**src/rtl/jp_pad.sv**
```systemverilog
// Purpose : NES joypad emulation (4021-style PISO) driven by host jp_latch/jp_clk strobes.
// Latency : 3 clk from a jp_latch/jp_clk pin edge to jp_data; btn_state lags btn by DB_TICKS..2*DB_TICKS.
// Backpr. : none; the host paces the shift, and strobe levels shorter than 4 clk may be missed.
//
// Ports:
//   clk       - system clock
//   rst       - asynchronous active-low reset
//   btn       - raw buttons, active-high: [0]A [1]B [2]Sel [3]Start [4]Up [5]Down [6]Left [7]Right
//   jp_latch  - host latch strobe (asynchronous)
//   jp_clk    - host shift clock (asynchronous)
//   jp_data   - serial data to host, active-low (0 = pressed)
//   btn_state - debounced button state, active-high
//   bit_cnt   - bits shifted since the last latch, saturating at 8
module jp_pad #(
    parameter int              DB_W     = 16,
    parameter logic [DB_W-1:0] DB_TICKS = 16'd50000
) (
    input  logic       clk,
    input  logic       rst,
    input  logic [7:0] btn,
    input  logic       jp_latch,
    input  logic       jp_clk,
    output logic       jp_data,
    output logic [7:0] btn_state,
    output logic [3:0] bit_cnt
);

    localparam logic [DB_W-1:0] TICK_LAST = DB_TICKS - {{(DB_W-1){1'b0}}, 1'b1};

    // Two-FF synchronizers; jp_clk gets a third stage for rising-edge detection.
    logic [7:0] btn_s1_q, btn_s2_q;
    logic       lat_s1_q, lat_s2_q;
    logic       jck_s1_q, jck_s2_q, jck_s3_q;

    always_ff @(posedge clk or negedge rst) begin
        if (!rst) begin
            btn_s1_q <= 8'h00;
            btn_s2_q <= 8'h00;
            lat_s1_q <= 1'b0;
            lat_s2_q <= 1'b0;
            jck_s1_q <= 1'b0;
            jck_s2_q <= 1'b0;
            jck_s3_q <= 1'b0;
        end else begin
            btn_s1_q <= btn;
            btn_s2_q <= btn_s1_q;
            lat_s1_q <= jp_latch;
            lat_s2_q <= lat_s1_q;
            jck_s1_q <= jp_clk;
            jck_s2_q <= jck_s1_q;
            jck_s3_q <= jck_s2_q;
        end
    end

    logic clk_rise;
    assign clk_rise = jck_s2_q & ~jck_s3_q;

    // Debounce: a bit only changes when two consecutive samples agree.
    logic [DB_W-1:0] pre_q, pre_d;
    logic            tick;
    logic [7:0]      samp_q, samp_d;
    logic [7:0]      state_q, state_d;
    logic [7:0]      agree;

    assign tick  = (pre_q == TICK_LAST);
    assign agree = ~(samp_q ^ btn_s2_q);

    always_comb begin
        pre_d   = tick ? '0 : pre_q + {{(DB_W-1){1'b0}}, 1'b1};
        samp_d  = samp_q;
        state_d = state_q;
        if (tick) begin
            samp_d  = btn_s2_q;
            state_d = (state_q & ~agree) | (samp_q & agree);
        end
    end

    always_ff @(posedge clk or negedge rst) begin
        if (!rst) begin
            pre_q   <= '0;
            samp_q  <= 8'h00;
            state_q <= 8'h00;
        end else begin
            pre_q   <= pre_d;
            samp_q  <= samp_d;
            state_q <= state_d;
        end
    end

    // Shift register. Latch is transparent and overrides any clk_rise.
    logic [7:0] sr_q, sr_d;
    logic [3:0] cnt_q, cnt_d;
    logic       data_q, data_d;

    always_comb begin
        sr_d  = sr_q;
        cnt_d = cnt_q;
        if (lat_s2_q) begin
            sr_d  = state_q;
            cnt_d = 4'd0;
        end else if (clk_rise) begin
            sr_d  = {1'b0, sr_q[7:1]};
            cnt_d = (cnt_q == 4'd8) ? 4'd8 : cnt_q + 4'd1;
        end
        // Registering the next sr value keeps pin-to-output latency at 3 cycles.
        data_d = ~sr_d[0];
    end

    always_ff @(posedge clk or negedge rst) begin
        if (!rst) begin
            sr_q   <= 8'h00;
            cnt_q  <= 4'd0;
            data_q <= 1'b1;
        end else begin
            sr_q   <= sr_d;
            cnt_q  <= cnt_d;
            data_q <= data_d;
        end
    end

    assign jp_data   = data_q;
    assign btn_state = state_q;
    assign bit_cnt   = cnt_q;

endmodule
```
**config.mk**
```make
export PLATFORM = sky130hd
export DESIGN_NAME = jp_pad
export DESIGN_NICKNAME = d
export VERILOG_FILES = /design/src/rtl/jp_pad.sv
export SDC_FILE = /design/constraint.sdc
export NUM_CORES = 1
export LEC_CHECK = 0
export CORE_MARGIN = 3
export CORE_UTILIZATION = 56
export DETAILED_ROUTE_END_ITERATION = 7
export PLACE_DENSITY = 0.76
export SYNTH_ARGS = -nofsm -noshare
export SYNTH_HDL_FRONTEND = slang
export SYNTH_SLANG_ARGS = --single-unit
```
**constraint.sdc**
```tcl
create_clock -name clk -period 2.3 [get_ports clk]
set_clock_uncertainty 0.15 [all_clocks]
set_input_delay 0.575 -clock clk [delete_from_list [all_inputs] [get_ports clk]]
set_output_delay 0.575 -clock clk [all_outputs]
set_load 0.005 [all_outputs]
```
==> results.md <==
* Setup Fix Bufs, Post-CTS at 0
* Crit path max fanout at 1
* Hpwl dp at 2.87 mm
* Timing endpoint of the critical path: jp_data
* Hold Crit Class: input pin to async pin
* Die Y at 73.9 um
* Cell area after technology mapping at 0.00258 sq mm
* Root buffer cell: clkbuf_8
* CP Depth at 1
* Initial antenna violation count at 0
* Die span in x at 73.9 um
* Max stage delay on crit path at 0.52 ns
* CP Launch Type: flop
* TritonCTS clock tree: done
* Worst-path cell chain: clkdlybuf4s50_1
* Via count at 1676
* Vias in the first global route at 1575
* Vias per cell at 5.39
* Tmin final at 2.05 ns
* Clock buffer count from CTS at 9
* Largest family of logic cells by synthesized area: simple AND/OR/NAND/NOR gates
* Antenna cells at 0
* Congestion Overflow GR at 0
* Maximum vdd ir drop at 0.727 mV
* Post-synth EDFFs at 0
* Share of cells above drive strength 1 at 11.2%
* Die footprint at 0.00546 sq mm
* WL/cell at 13.8 um
* Number of I/O pins at 25
* Worst path slowest cell: dfstp_2
* First-pass GRT wire length at 7.24 mm
* Setup violators final at 0
* Reg2reg setup slack at 0.37 ns
* Adder-Cell Fraction of Synth Area at 1.45%
* Clock network latency to the later pin of the worst-skew pair at 0.32 ns
* Syn Nets at 237
* Overall Global Routing Usage at 18.2%
* Drt drc at 0
* Final period util at 89.1%
* Synth Area in Compound Gates at 9.94%
* PD cells at 692 mW/mm^2
* MaxCap Viol Count at 0
* DRT iter0 DRCs at 78
* Starting Density at 58.5%
* Drt total wl at 4.29 mm
* CP bufs+invs at 1
* Synth cell types at 36
* Synth Warn # at 0
* FF+latch count, synth at 66
* Final hold viol count at 0
* Setup_tns at 0 ns
* Hold Buf Count CTS at 0
* Worst r2r path cells at 6
* M3 GR Usage at 4.51%
* Cells after DPL at 295
* Worst Path Required at 1.57 ns
* Final Slew Violations at 0
* Post-Synth XOR/XNOR Area at 4.07%
* CTS resizes at 0
* Most frequent cells in the layout: dfrtp_1 (65), nand2_1 (25), o21ai_0 (23), clkdlybuf4s50_1 (23), a21oi_1 (19)
* Clock-pin slew on the worst setup and hold paths at 0.06 ns
* Post-Syn Instances at 222
* Routing usage on met2 at 26.2%
* Unrepaired setup endpoints after global routing: false
* Largest net degree at the start of global routing at 42
* H-tree lvl count at 3
* WS Path Type: flop to primary output
* Drt pass-1 iters at 4
* Port Buffers at 24
* ANT nets after route at 0
* Critical Path Source: jp_data$_DFF_PN1_
* Final non-filler cell area at 0.00306 sq mm
* Number of nets in the layout at 269
* Rel. slew slack at 62.6%
* Most Crowded Layer GR: met2
* Synth Area per Inst at 11.6 sq um
* Routability cong. at 0.819
* Worst r2r src: pre_q[0]$_DFF_PN0_
* Run status: completed
* Delay-heaviest family, CP: flip-flops
* Register area share after synthesis at 64.0%
* Actual slew at the worst max-slew pin at 0.562 ns
* Post-Synth Simple-Gate Area at 13.5%
* Leak at 1.39 nW
* CP Capture Type: primary output
* Maximum clock rate at 488 MHz
* Post-synthesis mux area share at 3.54%
* Fin cells at 311
* Data arrival, critical path at 1.33 ns
* Clk buf depth at 2
* Post-DP Area at 0.00287 sq mm
* CTS Sinks at 66
* Async SR Flop Fraction at 100%
* Met1 Resource Use GR at 25.1%
* Main synth FF type: dfrtp_1
* Commonest non-fill, non-tap cell in the layout: dfrtp_1
* Area grow syn2layout at 18.4%
* Row count at 24
* Core area at 0.00441 sq mm
[power breakdown]
part	internal [mW]	leakage [nW]	switching, mW
Clock	0.477	0.0965	0.383
Combinational	0.0275	0.434	0.0354
Sequential	1.18	0.855	0.0116
Total	1.69	1.39	0.430
[synthesized netlist by cell type (2+ instances only)]
master     n  share of area [%]
nand2_1   25                3.6
a21oi_1   19                3.7
xnor2_1    7                2.4
and4bb_2   2               0.97
xor2_1     5                1.7
clkbuf_1   3               0.44
nand3_1    6                1.2
ha_1       3                1.5
buf_2      3               0.58
o211ai_1   2               0.58
o21ai_0   23                4.5
inv_1     14                2.0
nor3_1     3               0.58
nand4_1    3               0.73
nor2_1    11                1.6
o31ai_1    2               0.58
mux2i_1    8                3.1
dfrtp_1   65                 63
[worst min-delay path by stage]
| stage | slack (ns) | from | depth (start not counted) | endpoint |
|---|---|---|---|---|
| 2_1_floorplan | 0.13 | rst | 0 | async pin |
| 3_3_place_gp | 0.18 | btn_s1_q[3]$_DFF_PN0_ | 0 | btn_s2_q[3]$_DFF_PN0_ |
| 3_5_place_dp | 0.19 | btn_s1_q[2]$_DFF_PN0_ | 0 | btn_s2_q[2]$_DFF_PN0_ |
| 4_1_cts | 0.09 | rst | 2 | pre_q[11]$_DFF_PN0_ |
| 5_1_grt | 0.11 | rst | 2 | pre_q[11]$_DFF_PN0_ |
| 6_report | 0.09 | rst | 2 | pre_q[11]$_DFF_PN0_ |
[kinds of logic (layout without fill, tap and decap cells)]
group,after synthesis,after routing
XOR/XNOR,12,12
AND/OR/NAND/NOR,63,63
buffers and inverters,21,58
flip-flops,66,66
adder cells (fa/ha/maj),3,3
AO/OA/AOI/OAI,48,48
multiplexers,9,9
[layout make-up]
class | instances | area, sq um
Multi-Input combinational cell | 135 | 838
Sequential cell | 66 | 1650
Tap cell | 52 | 65.1
Fill cell | 321 | 1360
Clock inverter | 2 | 10.0
Clock buffer | 14 | 173
Timing Repair Buffer | 28 | 265
Inverter | 14 | 52.6
[through the flow]
stage                     hold WS, ns  setup slack, ns  utilization (%)  power (mW)
after floorplan                 0.129            0.554                -        1.23
after global placement          0.183            0.480             65.1        1.28
after detailed placement        0.188            0.386             65.1        1.28
after CTS                      0.0928            0.226             69.2        2.15
after global routing            0.115            0.203             69.2        2.20
final                          0.0867            0.250             69.2        2.12
[metal layers]
layer / vias up / share of wire, %
met5: - / 0
met4: 0 / 1.7
met3: 5 / 2.9
met2: 29 / 46
met1: 824 / 49
li1: 818 / -
Power figures use the tool's default switching activity.
